### src/rtl/o_buffer_drain.sv
// o_buffer_drain: walks a block of output-buffer rows and streams each row as one valid/ready beat.
// Optional: define O_BUFFER_DRAIN_RELU_EN to clamp negative lanes to zero as rows enter the FIFO.
module o_buffer_drain #(
    parameter int RAM_SIZE     = 256,
    parameter int ADDR_WIDTH   = $clog2(RAM_SIZE),
    parameter int ARRAY_M      = 8,
    parameter int ACT_WIDTH    = 8,
    parameter int READ_LATENCY = 0,
    parameter int FIFO_DEPTH   = 4
) (
    input  logic                           clk,
    input  logic                           reset,
    input  logic                           start,
    input  logic [ADDR_WIDTH-1:0]          base_addr,
    input  logic [ADDR_WIDTH:0]            num_rows,
    output logic                           busy,
    output logic                           done,
    output logic [ADDR_WIDTH-1:0]          read_addr,
    input  logic [ACT_WIDTH*ARRAY_M-1:0]   rd_data,
    output logic                           m_valid,
    input  logic                           m_ready,
    output logic [ACT_WIDTH*ARRAY_M-1:0]   m_data,
    output logic                           m_last
);
    localparam int DATA_W = ACT_WIDTH * ARRAY_M;
    localparam int CNT_W  = ADDR_WIDTH + 1;
    localparam int PTR_W  = (FIFO_DEPTH > 1) ? $clog2(FIFO_DEPTH) : 1;
    localparam int FCNT_W = $clog2(FIFO_DEPTH + 1);
    localparam int SUM_W  = FCNT_W + 1;

    localparam logic [1:0] IDLE  = 2'd0;
    localparam logic [1:0] ISSUE = 2'd1;
    localparam logic [1:0] FLUSH = 2'd2;
    localparam logic [1:0] DONE  = 2'd3;

    logic [1:0]            state;
    logic [ADDR_WIDTH-1:0] base_q;
    logic [ADDR_WIDTH-1:0] addr_q;
    logic [CNT_W-1:0]      rows_q;
    logic [CNT_W-1:0]      issue_cnt;
    logic [CNT_W-1:0]      out_cnt;
    logic [CNT_W-1:0]      issue_cnt_nxt;
    logic [CNT_W-1:0]      out_cnt_nxt;
    logic [ADDR_WIDTH-1:0] issue_addr;

    logic                  issue;
    logic                  credit_ok;
    logic                  fifo_wr;
    logic                  fifo_rd;
    logic [FCNT_W-1:0]     outstanding;
    logic [FCNT_W-1:0]     fifo_count;
    logic [PTR_W-1:0]      wr_ptr;
    logic [PTR_W-1:0]      rd_ptr;
    logic [DATA_W-1:0]     wr_data;
    logic [DATA_W-1:0]     fifo_mem [FIFO_DEPTH];

    // A read may issue only if its row is guaranteed a FIFO slot when it returns.
    assign credit_ok     = (SUM_W'(outstanding) + SUM_W'(fifo_count)) < SUM_W'(FIFO_DEPTH);
    assign issue         = (state == ISSUE) && credit_ok;
    assign issue_addr    = base_q + issue_cnt[ADDR_WIDTH-1:0];
    assign read_addr     = issue ? issue_addr : addr_q;
    assign issue_cnt_nxt = issue_cnt + CNT_W'(1);
    assign out_cnt_nxt   = out_cnt + CNT_W'(1);

    generate
        if (READ_LATENCY == 0) begin : g_lat0
            assign fifo_wr     = issue;
            assign outstanding = '0;
        end else begin : g_latn
            logic [READ_LATENCY-1:0] vld_pipe;

            always_ff @(posedge clk or negedge reset) begin
                if (!reset) vld_pipe <= '0;
                else        vld_pipe <= (vld_pipe << 1) | READ_LATENCY'(issue);
            end

            assign fifo_wr     = vld_pipe[READ_LATENCY-1];
            assign outstanding = FCNT_W'($countones(vld_pipe));
        end
    endgenerate

    always_comb begin
        wr_data = rd_data;
`ifdef O_BUFFER_DRAIN_RELU_EN
        for (int m = 0; m < ARRAY_M; m++) begin
            if (rd_data[ACT_WIDTH*m + ACT_WIDTH-1]) wr_data[ACT_WIDTH*m +: ACT_WIDTH] = '0;
        end
`endif
    end

    // NOTE: FIFO storage is deliberately left unreset; m_data is masked to zero while the FIFO is empty.
    always_ff @(posedge clk) begin
        if (fifo_wr) fifo_mem[wr_ptr] <= wr_data;
    end

    assign m_valid = (fifo_count != '0);
    assign fifo_rd = m_valid && m_ready;
    assign m_data  = m_valid ? fifo_mem[rd_ptr] : '0;
    assign m_last  = m_valid && (out_cnt == rows_q - CNT_W'(1));

    always_ff @(posedge clk or negedge reset) begin
        if (!reset) begin
            wr_ptr     <= '0;
            rd_ptr     <= '0;
            fifo_count <= '0;
        end else begin
            if (fifo_wr) wr_ptr <= (wr_ptr == PTR_W'(FIFO_DEPTH-1)) ? '0 : wr_ptr + 1'b1;
            if (fifo_rd) rd_ptr <= (rd_ptr == PTR_W'(FIFO_DEPTH-1)) ? '0 : rd_ptr + 1'b1;
            case ({fifo_wr, fifo_rd})
                2'b10:   fifo_count <= fifo_count + 1'b1;
                2'b01:   fifo_count <= fifo_count - 1'b1;
                default: fifo_count <= fifo_count;
            endcase
        end
    end

    // NOTE: all state updates use non-blocking assignments so every register samples pre-edge values.
    always_ff @(posedge clk or negedge reset) begin
        if (!reset) begin
            state     <= IDLE;
            base_q    <= '0;
            rows_q    <= '0;
            addr_q    <= '0;
            issue_cnt <= '0;
            out_cnt   <= '0;
        end else begin
            if (issue) begin
                addr_q    <= issue_addr;
                issue_cnt <= issue_cnt_nxt;
            end
            if (fifo_rd) out_cnt <= out_cnt_nxt;

            case (state)
                IDLE: begin
                    if (start) begin
                        base_q    <= base_addr;
                        rows_q    <= num_rows;
                        issue_cnt <= '0;
                        out_cnt   <= '0;
                        state     <= (num_rows == '0) ? DONE : ISSUE;
                    end
                end
                ISSUE: begin
                    if (issue && issue_cnt_nxt == rows_q) state <= FLUSH;
                end
                FLUSH: begin
                    if (fifo_rd && out_cnt_nxt == rows_q) state <= DONE;
                end
                DONE:    state <= IDLE;
                default: state <= IDLE;
            endcase
        end
    end

    assign busy = (state == ISSUE) || (state == FLUSH);
    assign done = (state == DONE);

    a_fifo_no_overflow: assert property (@(posedge clk) disable iff (!reset)
        (fifo_wr && !fifo_rd) |-> (fifo_count < FCNT_W'(FIFO_DEPTH)));

endmodule
### config.mk
export PLATFORM = sky130hd
export DESIGN_NAME = o_buffer_drain
export DESIGN_NICKNAME = d
export VERILOG_FILES = /design/src/rtl/o_buffer_drain.sv
export SDC_FILE = /design/constraint.sdc
export NUM_CORES = 1
export LEC_CHECK = 0
export ABC_AREA = 1
export BUFFER_PORTS_ARGS = -buffer_cell sky130_fd_sc_hd__buf_2
export CAP_MARGIN = 20
export CORE_MARGIN = 2
export CORE_UTILIZATION = 33
export DETAILED_ROUTE_END_ITERATION = 10
export PLACE_DENSITY = 0.58
export SYNTH_ARGS = -nofsm -noshare
export SYNTH_HDL_FRONTEND = slang
export SYNTH_SLANG_ARGS = --single-unit
### constraint.sdc
create_clock -name clk -period 3.9 [get_ports clk]
set_input_delay 0.39 -clock clk [delete_from_list [all_inputs] [get_ports clk]]
set_output_delay 0.39 -clock clk [all_outputs]
set_load 0.05 [all_outputs]
# After elaboration in Yosys (flattened, before gate mapping)
# Memory sizes are Yosys's and may differ from the RTL's.
# Cells that the tools add are included.
[totals] latchBits=0 romBits=0 ram_bits=256 output_inout_bits=76 wordCells=62 inputBits=85 ff_bits=52 n_memories=1
[mem_list] memory="fifo_mem" depth=4 word_bits=64 rd=1 rd_ports_with_merged_regs=0 wr=1 line="55" source="logic [DATA_W-1:0] fifo_mem [FIFO_DEPTH];"
[classes] n_reduce_logical=12 n_lt_le_gt_ge=1 shift=0 n_addsub=8 n_mux=18 n_bitwise=0 n_div=0 multipliers=0 eq_ne=13
[op_table] cell="64-bit 2-to-1 mux" n=1
[op_table] cell="9-bit 2-to-1 mux" n=6
[op_table] cell="9-bit equality test" n=3
[op_table] cell="9-bit by 1-bit adder with 9-bit output (second input constant)" n=2
[op_table] cell="2-bit 2-to-1 mux" n=6
[op_table] cell="2-bit equality test (second input constant)" n=5
[op_table] cell="9-bit logical NOT" n=1
[op_table] cell="9-bit by 1-bit subtractor with 9-bit output (second input constant)" n=1
[op_table] cell="8-bit adder" n=1
[op_table] cell="8-bit 2-to-1 mux" n=1
[op_table] cell="2-bit one-hot mux with 4 select lines" n=1
[op_table] cell="3-bit one-hot mux with 2 select lines" n=1
[op_table] cell="1-bit logical AND" n=5
[op_table] cell="2-bit by 1-bit adder with 2-bit output (second input constant)" n=2
[op_table] cell="2-bit by 1-bit equality test with 1-bit output (second input constant)" n=2
[op_table] cell="2-bit inequality test (second input constant)" n=2
[op_table] cell="3-bit by 1-bit adder with 3-bit output (second input constant)" n=1
[op_table] cell="3-bit less-than comparator (second input constant)" n=1
[op_table] cell="3-bit AND reduction" n=1
[op_table] cell="3-bit nonzero test" n=1
[op_table] cell="3-bit by 1-bit subtractor with 3-bit output (second input constant)" n=1
[op_table] cell="2-bit logical NOT" n=1
[op_table] cell="1-bit 2-to-1 mux" n=2
[op_table] cell="2-bit by 1-bit inequality test with 1-bit output (second input constant)" n=1
[op_table] cell="other kinds (3)" n=3

# Logic depth before layout (Yosys ltp)
# Gate-level depths: netlist of run 1.
[depth] word_depth=5 ltp_mapped=14 ltp_nobuf=14

# Least setup slack after synthesis of run 1
# Ideal clock, no wire load.
[synth_path] kind="flip-flop to flip-flop" startpoint="register state[1]" endpoint="memory fifo_mem[0][0] in the netlist's numbering (enable)" n_path_buf=1 required_time_ps=3413 synth_period_minus_slack_ps=4295 slack_ps=-395 arrival_time_ps=3808 stages_incl_launch_ff=8 setup_time_ps=487 cell_sequence="dfrtp_1 > inv_1 > ha_1 > inv_1 > nor2_2 > inv_1 > clkbuf_1 > nor2_1"
[synth_via] elab_chain_len=4
[synth_lines] item="start, declared" line="36" source="logic [1:0] state;"
[synth_lines] item="start signal, assigned" line="140" source="state <= (num_rows == '0) ? DONE : ISSUE;"
[synth_lines] item="2-bit by 1-bit equality test with 1-bit output" line="59" source="assign issue = (state == ISSUE) && credit_ok;"
[synth_lines] item="1-bit logical AND" line="59"
[synth_lines] item="1-bit 2-to-1 mux" line="93" source="if (fifo_wr) fifo_mem[wr_ptr] <= wr_data;"
[synth_lines] item="1-bit 2-to-1 mux (implied by the code)" line="93"
[synth_lines] item="end, declared" line="55"
# Every way passes these cells.

# Worst setup path after layout of run 1
[layout_path] startpoint="register rd_ptr[0]" endpoint="output m_data[26]"
[layout_via] elab_chain_len=2
[layout_lines] item="start, declared" line="53" source="logic [PTR_W-1:0] rd_ptr;"
[layout_lines] item="start signal, assigned" line="108" source="if (fifo_rd) rd_ptr <= (rd_ptr == PTR_W'(FIFO_DEPTH-1)) ? '0 : rd_ptr + 1'b1;"
[layout_lines] item="memory 4 x 64 bit"
[layout_lines] item="64-bit 2-to-1 mux" line="98" source="assign m_data = m_valid ? fifo_mem[rd_ptr] : '0;"
[layout_lines] item="end, declared" line="22" source="output logic [ACT_WIDTH*ARRAY_M-1:0] m_data,"
# Every way passes these cells.

==> results.md, run 1 <==
- The run finished, with violations left.
- The final reports fail on negative hold slack.
- The finished cells cover 15,800 sq um.
- The initial antenna violation count is 5.
- The max-slew violation total from the final report was 0.
- The detailed router placed approximately 9,200 vias in this run.
- Ranked by total cell area, the synthesized netlist is headed by sky130_fd_sc_hd__edfxtp_1, sky130_fd_sc_hd__dfrtp_1, sky130_fd_sc_hd__nor2_1.
- The worst register-to-register path ends at fifo_count[2].
- The class of the most critical setup path is reg2out.
- Sorting the synthesized cells by how often they occur yields sky130_fd_sc_hd__nor2_1, sky130_fd_sc_hd__edfxtp_1, sky130_fd_sc_hd__o21ai_0.
- The synthesized design contains 308 register bits.
- The fraction of the cycle the final worst path needs is 89.9%.
- The final count of hold timing violations came to 6.
- The first global-routing pass estimated 51,900 microns of wire.
- The clock skew after layout is 14.2 ps.
- The ratio of routed vias to standard cells is about 4.7.
- The cell count after placement is roughly 1,900.
- The die is 204 microns tall.
- The area of the mapped netlist is 13,300 sq um.
- The worst path in the final design needs a cycle of 3510 ps, including I/O delays and setup.
- Prior to clock tree synthesis, the placed netlist has a worst setup slack of 858 ps.
- In this run the post-CTS setup repair buffer count came out at 0.
- At the end of the flow the core is filled with cells to between 30% and 40%.
- The largest net degree at the start of global routing is 70.
- Summing all placed instances gives a cell area of 14,700 sq um.
- The synthesized netlist cell count is 1,230.
- In this run the worst path has a maximum fanout of 69.
- The routed length per placed instance is 16.8 microns.
- Once the floorplan was initialized, standard cells occupied 33.4% of the core.
- The number of placement rows is 73.
- Detailed placement finished with a half-perimeter wire length of 19,700 microns.
- Data on the critical path is required at its endpoint by 3510 ps.
- After synthesis, the mean cell area works out to 10.8 sq um.
- The number of sinks on the clock net is around 310.
- The clock-pin transition on the worst setup and hold timing paths is 60 ps.
- The worst reg-to-reg path cell count is 11.
- For the worst setup path, the data arrival time is 3120 ps.
- Setup violations remaining at the end of the flow were counted as 0.
- For flop-to-flop paths, the worst setup slack is ~1200 ps.
- The most used flip-flop cell after synthesis is sky130_fd_sc_hd__edfxtp_1.
- In this run the power density over the cells is 934 nW/um^2.
- The number of nets in the synthesized netlist is 1,338.
- In this run the worst hold path is classified as in2async.
- The fraction of final layout cells with drive strength greater than 1 is roughly 18%.
- The via count of the first global-routing pass was 9,481.
- In this run the critical register-to-register path is launched from state[1].
- After floorplanning, the core was sized to cover slightly below 40,000 sq um.
- The tool flagged a number of max-cap violations equal to 0.
- The H-tree level count is 2.
- The buffer cell driving the clock tree root is sky130_fd_sc_hd__clkbuf_16.
- The die outline width is 204 microns.
- After the flow finishes, the layout carries non-filler instances totaling 1,942.
- The type of destination of the critical path is an output pin.
- For this run, the detailed router's first-pass iteration total came to 4.
- Global routing used between 15 and 20% of the available tracks across all layers.
- The portion of the post-synthesis area used by sequential elements is 67.8%.
- The setup slack of the critical path after layout is 394 ps.
- The detailed router finished its first iteration with 445 violations.
- Setup repair after global routing left no endpoint under its margin.
- The headroom to the max-slew limit is 35.4%.
- The kind of start point of the critical path is a flip-flop.
- The top cell type's share of synthesized area is 58.0%.
- Among all cell types in the netlist, the one instantiated most often is sky130_fd_sc_hd__nor2_1.
- The worst supply voltage drop on vdd is 685 uV.
- In this run the remaining antenna-violating nets after routing total 0.
- The maximum achievable frequency is approximately 290 MHz.
- The count of flip-flops with a built-in enable after synthesis is around 260.
- The post-cts sizing count is 0.
- The total overflow reported by the global router is 0.
- The clock insertion delay at the later pin of the skew report is 530 ps.
- The cell accounting for the most synthesized area is sky130_fd_sc_hd__edfxtp_1.
- During I/O placement, the number of pins put on the boundary was roughly 160.
- The full die area is 41,800 sq um.
- The number of unique standard cell types used by synthesis is 36.
- The maximum clock insertion buffer count is 3.
- The async set or reset register ratio after synthesis is 16.9%.
- The area growth from synthesis to layout is 19.5%.
- The layout net count is 1,495.
- The worst-margin pin slew is 970 ps.
- The worst hold slack is -4.12 ps.
- TritonCTS built the clock tree.
- The count of synthesis-stage warnings from yosys is 0.
- The CTS buffer count is 37.
- Adding up every negative setup slack in the final design gives 0 ps.
- Summing internal, switching and leakage power gives 14.8 mW.
- The final weighted congestion of routability-driven global placement is 0.797.
- For this design, the CTS-stage hold fixing added 0 buffers.
- The DRC violations left is 0.
- The cell leakage power is approximately 6 nW.
- Port buffering added 160 buffers.
- The wire length after detailed routing is 32,700 microns.
==> how the worst max path moves through the flow <==
| stage | start | to | slack, ps | depth (start not counted) |
|---|---|---|---|---|
| after floorplan | state[1] | fifo_mem[0][0] | -390 | 7 |
| after global placement | rd_ptr[0] | m_data[3] | 880 | 7 |
| after detailed placement | rd_ptr[0] | m_data[23] | 860 | 7 |
| after CTS | rd_ptr[0] | m_data[23] | 270 | 7 |
| after global routing | rd_ptr[0] | m_data[3] | 10 | 7 |
| final | rd_ptr[0] | m_data[26] | 390 | 7 |
==> worst max-delay path, stage by stage, from the launching register on <==
cell and delay [ps]:
sky130_fd_sc_hd__dfrtp_4 410, sky130_fd_sc_hd__buf_4 530, sky130_fd_sc_hd__buf_4 740, sky130_fd_sc_hd__nor2_1 100, sky130_fd_sc_hd__nor2_1 100, sky130_fd_sc_hd__o21ai_0 100
sky130_fd_sc_hd__a21oi_1 250, sky130_fd_sc_hd__buf_2 310
==> state kept, by name (all words and copies together), names as in the netlist <==
name and count:
fifo_count 3, out_cnt 9, state 2, wr_ptr 2, issue_cnt 9, rows_q 9
base_q 8, fifo_mem 256, rd_ptr 2, addr_q 8
==> metal layers <==
metal  vias to the layer above  wire [microns]  track usage (%)
met4                         8             597             4.19
li1                       4541               -                -
met3                        47            1590             3.94
met1                      4449           14800             20.3
met2                       166           15700             27.4
met5                         -              48                0
==> area by class of cell <==
class                      count  area (sq um)
antenna                        1          2.50
multi-input combinational    790          3780
fill                        3838         23900
clock buffer                  58          1060
sequential                   308          8990
inverter                      70           264
tap                          525           657
timing repair buffer         180           963
clock inverter                10           128
==> cell families (layout without fill, tap and decap cells) <==
| family | count (synthesis) | in the layout | share of synthesized area [%] |
|---|---|---|---|
| AO/OA/AOI/OAI | 259 | 259 | 10.0 |
| other | 0 | 1 | 0 |
| adder cells (fa/ha/maj) | 23 | 23 | 2.28 |
| XOR/XNOR | 18 | 18 | 1.25 |
| AND/OR/NAND/NOR | 490 | 490 | 14.7 |
| flip-flops | 308 | 308 | 67.8 |
| buffers and inverters | 132 | 318 | 3.93 |
==> cells in the final DEF (no fill, tap or decap), types with 2 or more instances in the layout <==
cell type,count
sky130_fd_sc_hd__o21ai_1,8
sky130_fd_sc_hd__xnor2_1,6
sky130_fd_sc_hd__nand3_2,2
sky130_fd_sc_hd__inv_1,65
sky130_fd_sc_hd__o211ai_1,2
sky130_fd_sc_hd__buf_2,160
sky130_fd_sc_hd__o21ai_0,156
sky130_fd_sc_hd__dfrtp_1,50
sky130_fd_sc_hd__ha_1,21
sky130_fd_sc_hd__a311oi_1,2
sky130_fd_sc_hd__or2_2,3
sky130_fd_sc_hd__nand2_2,2
sky130_fd_sc_hd__clkbuf_16,39
sky130_fd_sc_hd__nor2_4,4
sky130_fd_sc_hd__xor2_1,11
sky130_fd_sc_hd__nor2_1,284
sky130_fd_sc_hd__nor2_2,5
sky130_fd_sc_hd__nand4_1,6
sky130_fd_sc_hd__nand2_1,139
sky130_fd_sc_hd__a211oi_1,2
sky130_fd_sc_hd__nand3_1,39
sky130_fd_sc_hd__bufinv_16,3
sky130_fd_sc_hd__clkinv_2,2
sky130_fd_sc_hd__nor3_1,4
sky130_fd_sc_hd__buf_4,19
sky130_fd_sc_hd__a21oi_1,84
sky130_fd_sc_hd__clkbuf_1,18
sky130_fd_sc_hd__inv_2,3
sky130_fd_sc_hd__fa_1,2
sky130_fd_sc_hd__edfxtp_1,256
sky130_fd_sc_hd__clkinv_1,5
==> where the power goes <==
part	switching (mW)	internal [mW]	total [mW]
combinational	5.21	1.67	6.89
clock	1.31	2.06	3.37
sequential	0.315	4.22	4.54
total	6.83	7.96	14.8
Note: power is estimated with default switching activity, not from simulation.
==> run 2: changes to the inputs <==
==> constraint.sdc (replaced) <==
create_clock -name clk -period 3.9 [get_ports clk]
set_input_delay 0.39 -clock clk [delete_from_list [all_inputs] [get_ports clk]]
set_output_delay 0.39 -clock clk [all_outputs]
set_load 0.01 [all_outputs]
==> results.md, run 2 (same netlist as run 1, synthesis figures left out) <==
- Entering global routing, the biggest net connects 131 pins.
- The placement-stage worst setup slack is around 1300 ps.
- The worst reg2reg path startpoint is state[1].
- At the worst endpoint, the required time is 3510 ps.
- After layout, the worst setup slack is 769 ps.
- The DRC violations left is 0.
- The maximum achievable frequency is 319 MHz.
- The hold path endpoint is base_q[1].
- The count of final setup violators is 0.
- The internal power summed over all cells is 7.62 mW.
- The reg-to-reg critical path endpoint is fifo_count[2].
- The worst supply voltage drop on vdd is 480 uV.
- The routed length per placed instance is between 15 and 20 microns.
- The kind of start point of the critical path is a flip-flop.
- The tightest min-delay check is of the in2reg type.
- After clock tree synthesis, the setup repair step added 0 buffers.
- The H-tree level count is 2.
- The share of total power dissipated in the clock network is 24.2%.
- The final-layout fill cell count is 3,871.
- The initial utilization of the core area, before any placement, comes to roughly 33%.
- In the layout the commonest cells are sky130_fd_sc_hd__nor2_1, sky130_fd_sc_hd__edfxtp_1, sky130_fd_sc_hd__buf_2.
- In this run the tool buffered the top-level ports with 160 buffer cells.
- The full die area is around 42,000 sq um.
- The routed design could run at a clock period as short as 3130 ps.
- The power share of the combinational group is 39.5%.
- The flip-flop count of the largest register, all copies and words added is 256.
- The ratio of routed vias to standard cells is 4.74.
- The run finished with clean final reports.
- The max capacitance violation total is 0.
- The top register by number of flip-flops is fifo_mem.
- The type of destination of the critical path is an output pin.
- The class of the most critical setup path is reg2out.
- The worst reg-to-reg path cell count is 11.
- The vias after detailed routing is 9,205.
- The die outline width is 204 microns.
- Of the total power, registers draw 36.3%.
- Leaving out fill and tap cells, the most frequent cell in the layout is sky130_fd_sc_hd__nor2_1.
- For this design, the sink count on the clock tree is 308.
- The die is 204 microns tall.
- In this run the deepest clock path goes through 3 buffers.
- The via count of the first global-routing pass is 9,112.
- The switching part of the total power is roughly two fifths.
- Routability-driven placement finished with a final weighted congestion of approximately 0.80.
- In this run the static leakage power is between 6 and 7 nW.
- The worst hold path begins at base_addr[1].
- Power spread over the standard cell area amounts to 795 nW/um^2.
- The clock insertion delay at the later pin of the skew report is 540 ps.
- Clock skew on the completed layout was measured at between 10 and 15 ps.
- The headroom to the max-slew limit is 37.9%.
- The I/O pin count is roughly 160.
- The first global-routing pass estimated 50,400 microns of wire.
- The initial antenna violation count was 8.
- The worst path uses 80.3% of the clock period.
- The region available for standard cell placement spans 39,700 sq um.
- In this run, post-CTS repair resized a total of 0 instances.
- The worst hold path passes through 3 cells.
- The placed wire-length estimate after detailed placement is 19,200 microns.
- The layout net count is 1,497.
- The CTS buffer count is 35.
- In this run the clock root is driven by a sky130_fd_sc_hd__clkbuf_16.
- For the pin with the worst max-slew slack, the measured transition is 932 ps.
- TritonCTS built the clock tree.
- The global-route usage over all layers is 15.5%.
- The first TritonRoute pass finished after 5 iterations.
- The number of placement rows is 73.
- For this run, the share of the core covered by cells in the final layout is roughly 40%.
- Buffers inserted to repair hold after CTS numbered 1.
- Compared with the post-synthesis result, the final layout area differs by 18.8%.
- The post-route netlist has 18.2% of its cells at a drive strength greater than 1.
- The total overflow reported by the global router is 0.
- Along the worst path, the maximum fanout reaches 11.
- The clock-pin transition on the worst setup and hold timing paths is around 50 ps.
- The starting DRC count in detailed routing is roughly 560.
- The final count of hold timing violations is 0.
- The minimum setup slack among reg-to-reg paths is 1310 ps.
- The arrival time reported for the critical path endpoint is 2740 ps.
- The max-slew violation total from the final report is 0.
- The remaining antenna violation count is 0.
- The analysis attributes to net switching a power of 4.89 mW.
- The wire length after detailed routing is 31,900 microns.
- Setup repair after global routing left no endpoint under its margin.
## run 2: changes by cell type in the layout (fill, tap and decap cells not counted), moves of 2 or more
cell / before / now
sky130_fd_sc_hd__buf_4: 19 / 22
sky130_fd_sc_hd__bufinv_16: 3 / 0
sky130_fd_sc_hd__clkbuf_1: 18 / 9
sky130_fd_sc_hd__clkbuf_16: 39 / 35
sky130_fd_sc_hd__clkinv_2: 2 / 11
sky130_fd_sc_hd__inv_16: 0 / 2
## run 2: per-stage QoR
stage / hold slack (ps) / power [mW] / std cells / setup TNS (ps) / cell area (sq um)
5_1_grt: 31.3 / 13.5 / 1941 / 0 / 15700
3_3_place_gp: 456 / 9.58 / 1876 / 0 / 14700
6_report: 50.1 / 12.5 / 1942 / 0 / 15700
2_1_floorplan: 94.4 / 7.80 / 1230 / -101070 / 13300
4_1_cts: 21.2 / 12.7 / 1940 / 0 / 15700
3_5_place_dp: 466 / 9.64 / 1876 / 0 / 14700
## run 2: worst max-delay path by stage
stage	from	endpoint	slack, ps	cells past startpoint
finish	issue_cnt[0]	read_addr[6]	770	12
global route	issue_cnt[0]	read_addr[6]	530	12
CTS	issue_cnt[0]	read_addr[6]	720	12
detailed placement	issue_cnt[0]	read_addr[6]	1310	12
floorplan	state[1]	fifo_mem[0][0]	-390	7
global placement	state[1]	fifo_count[2]	1340	11
## run 2: worst max-delay path, stage by stage (launching register included)
cell and delay, ps:
sky130_fd_sc_hd__dfrtp_1 510, sky130_fd_sc_hd__ha_1 240, sky130_fd_sc_hd__inv_1 70, sky130_fd_sc_hd__fa_1 360, sky130_fd_sc_hd__inv_1 110, sky130_fd_sc_hd__nand3_1 70
sky130_fd_sc_hd__nand2_1 90, sky130_fd_sc_hd__nand2_1 70, sky130_fd_sc_hd__nand2_1 60, sky130_fd_sc_hd__a21oi_1 70, sky130_fd_sc_hd__xor2_1 140, sky130_fd_sc_hd__o21ai_0 230
sky130_fd_sc_hd__buf_2 190
## run 2: final cells by class
cell class,count,area (sq um),area share (%)
Clock buffer,46,937,5.95
Multi-Input combinational cell,790,3780,24.0
Inverter,70,265,1.68
Sequential cell,308,8990,57.1
Clock inverter,17,113,0.715
Tap cell,525,657,4.17
Timing Repair Buffer,184,996,6.33
Antenna cell,2,5.00,0.0318
## run 2: power by group through the flow
| stage | combinational (mW) | sequential (mW) | clock [mW] |
|---|---|---|---|
| 6_report | 4.95 | 4.54 | 3.03 |
| 3_5_place_dp | 5.03 | 4.61 | 0 |
| 5_1_grt | 5.64 | 4.61 | 3.23 |
| 3_3_place_gp | 4.99 | 4.59 | 0 |
| 2_1_floorplan | 3.28 | 4.52 | 0 |
| 4_1_cts | 5.06 | 4.55 | 3.10 |
## run 2: metal layers
metal  part of all wire [%]  vias up  wire [microns]  track usage [%]
met4                    2.1       14             685             4.79
met3                    5.8       61            1850             4.26
met5                   0.28        -              88                0
met2                     49      199           15500             25.8
met1                     43     4403           13800             19.8
li1                       -     4528               -                -
==> run 3: changes to the inputs <==
Clock period 3.9 ns to 2.8 ns, I/O delays scaled along.
==> results.md, run 3 (same netlist as run 1, synthesis figures left out) <==
- The run finished with clean final reports.
- The cell with the largest stage delay on the worst path is sky130_fd_sc_hd__dfrtp_2.
- The max-slew violation total from the final report came to 0.
- The placed wire-length estimate after detailed placement is 19,300 microns.
- The register area is 9000 sq um.
- Following the worst setup path forward leads to its endpoint at read_addr[7].
- The count of buffers from port buffering is 160.
- The maximum fanout along the worst path is 10.
- Entering global routing, the biggest net connects 131 pins.
- The cell count after placement is 1,877.
- The max capacitance violation total is 0.
- The path class of the tightest hold or removal check is in2reg.
- The clock-pin transition on the worst setup and hold timing paths is about 50 ps.
- The worst reg-to-reg path cell count is 10.
- The total area inside the core boundary comes to 39,700 sq um.
- After detailed placement, the total cell area comes to approximately 15,000 sq um.
- The H-tree was split into 2 levels.
- The number of placement rows is 73.
- The starting DRC count in detailed routing is 610.
- The die is 204 microns tall.
- The wire length after detailed routing is 33,000 microns.
- For this block, the via count after detailed routing is 9,579.
- The global-route usage over all layers is 16.0%.
- The clock insertion delay at the later pin of the skew report is 550 ps.
- In this run the horizontal extent of the chip is 204 microns.
- The cell leakage power is 6.52 nW.
- In this design, the critical path's most frequently occurring cell is sky130_fd_sc_hd__nand2_1.
- The area added between synthesis and finish is 26.6%.
- Setup repair after global routing left no endpoint under its margin.
- The via count of the first global-routing pass is 9,527.
- Across all register-to-register paths, the minimum setup slack is between 500 and 600 ps.
- The final count of hold timing violations is 0.
- The fraction of the cycle the final worst path needs is 94.7%.
- The power density over the cells is 1080 nW/um^2.
- The root buffer cell chosen for the clock tree is sky130_fd_sc_hd__clkbuf_16.
- The clock passes through at most 3 buffers.
- The register with the most flip-flops in the layout has between 200 and 300 of them.
- The critical path crosses 9 cells after its start point.
- In the global route stage, met1 resource usage came out at 21.0%.
- The remaining antenna violation count is 0.
- The number of sinks on the clock net is 308.
- The cell family contributing the most delay on the critical path is simple AND/OR/NAND/NOR gates.
- For this design the top-level I/O count stands at 161.
- The worst setup path is captured at an output pin.
- For the pin with the worst max-slew slack, the measured transition is 901 ps.
- In the layout the commonest cells are sky130_fd_sc_hd__nor2_1, sky130_fd_sc_hd__edfxtp_1, sky130_fd_sc_hd__buf_2.
- STA puts the critical path data required time at roughly 2500 ps.
- The met2 track demand over resource is 26.1%.
- The initial antenna violation count is 2.
- In this run the tightest slew margin relative to its limit is around two fifths.
- TritonCTS built the clock tree.
- The routed length per placed instance is 16.3 microns.
- The count of final setup violators is 0.
- The maximum achievable frequency is 377 MHz.
- The most critical setup path has its startpoint at issue_cnt[2].
- Buffers inserted during clock tree synthesis total 36.
- The number of detailed-routing iterations run before antenna repair is 5.
- Once layout is done, the placed cells without fillers occupy 16,800 sq um.
- Global routing used 3.35% of the available met3 tracks.
- The final layout contains 1,580 nets.
- Leaving out fill and tap cells, the most frequent cell in the layout is sky130_fd_sc_hd__nor2_1.
- The global routing stage identified its most utilized layer as met2.
- In this run the critical register-to-register path is launched from state[1].
- The smallest clock period supported by the final layout is computed as 2650 ps.
- The full die area is between 40,000 and 50,000 sq um.
- Together, buffers and inverters on the worst path number 1.
- Global routing finished with a remaining overflow of 0.
- The global-route wire length before repair is 51,800 microns.
- After detailed routing, the number of vias per cell comes to 4.73.
- The worst supply voltage drop on vdd is 592 uV.
- The arrival time reported for the critical path endpoint is ~2400 ps.
- Leaving out filler cells and counting taps, the final layout contains between 2,000 and 2,500.
- In the final layout, the multi-input gates occupy between 3000 and 4000 sq um.
- For this configuration, the core starts out at a cell density of 33.4%.
- The delay of the slowest cell on the worst path is 470 ps.
- The worst setup path is of the reg2out kind.
- STA classifies the critical path startpoint as a flip-flop.
- The fraction of final layout cells with drive strength greater than 1 is about 18%.
- The layout has 3,788 filler cells.
- The reg-to-reg critical path endpoint is fifo_count[1].
- Ranked by flip-flop count, first place goes to fifo_mem.
- Traced cell by cell, the critical path runs through ha_2 > a21oi_2 > nand2_1 > nand4_1 > o211ai_1 > or2_2 > nand3_1 > nand2_1 > buf_2.
- Routability-driven placement finished with a final weighted congestion of roughly 0.8.
- The total power of the final layout is 18.0 mW.
- After detailed routing, the number of remaining DRC violations is 0.
- The clock skew after layout is roughly 21 ps.
run 3: timing repair:
action	CTS	global route
gates cloned	0	0
buffers inserted	1	2
endpoints found under the hold margin	306	0
setup endpoints to repair	3	6
resized for setup	3	12
hold buffers	79	0
pin swaps	0	2
run 3: layer usage:
| layer | share of wire (%) | wire length, microns |
|---|---|---|
| met5 | 0.039 | 13 |
| met4 | 2.2 | 711 |
| met3 | 5.0 | 1650 |
| met2 | 47 | 15600 |
| met1 | 46 | 15000 |
run 3: per-stage QoR:
stage / worst slack, ps / hold slack [ps] / TNS [ps] / util, %
2_1_floorplan: -458 / -15.6 / -117220 / -
3_3_place_gp: 380 / 456 / 0 / 37.3
3_5_place_dp: 314 / 460 / 0 / 37.3
4_1_cts: 32.0 / 3.43 / 0 / 42.1
5_1_grt: 10.9 / 61.0 / 0 / 42.3
6_report: 150 / 39.5 / 0 / 42.3
run 3: final cells by class:
class	instances	area share [%]
Sequential cell	308	53.6
Multi-Input combinational cell	790	22.7
Timing Repair Buffer	266	11.5
Clock buffer	44	5.60
Tap cell	525	3.91
Inverter	70	1.59
Clock inverter	21	1.07
Antenna cell	1	0.0149
run 3: worst min-delay path by stage:
stage	to	cells past startpoint	slack [ps]	startpoint
final	rows_q[1]	3	40	num_rows[1]
after detailed placement	base_q[7]	1	460	reset
after global routing	rows_q[1]	3	60	num_rows[1]
after floorplan	addr_q[0]	0	-20	reset
after global placement	base_q[7]	1	460	reset
after CTS	rows_q[1]	3	3	num_rows[1]
run 3: where the power goes:
part / total, mW / leakage, nW / internal, mW / switching (mW)
sequential: 6.31 / 2.96 / 5.88 / 0.436
clock: 4.48 / 0.546 / 2.60 / 1.88
combinational: 7.26 / 3.01 / 2.61 / 4.65
run 3: worst register-to-register path: stages, from the launching register on:
cell	delay [ps]
sky130_fd_sc_hd__dfrtp_1	410
sky130_fd_sc_hd__inv_1	110
sky130_fd_sc_hd__ha_1	220
sky130_fd_sc_hd__inv_1	70
sky130_fd_sc_hd__nor2_2	190
sky130_fd_sc_hd__clkinvlp_4	130
sky130_fd_sc_hd__buf_4	190
sky130_fd_sc_hd__ha_1	200
sky130_fd_sc_hd__inv_1	100
sky130_fd_sc_hd__fa_1	420
sky130_fd_sc_hd__o21ai_0	160
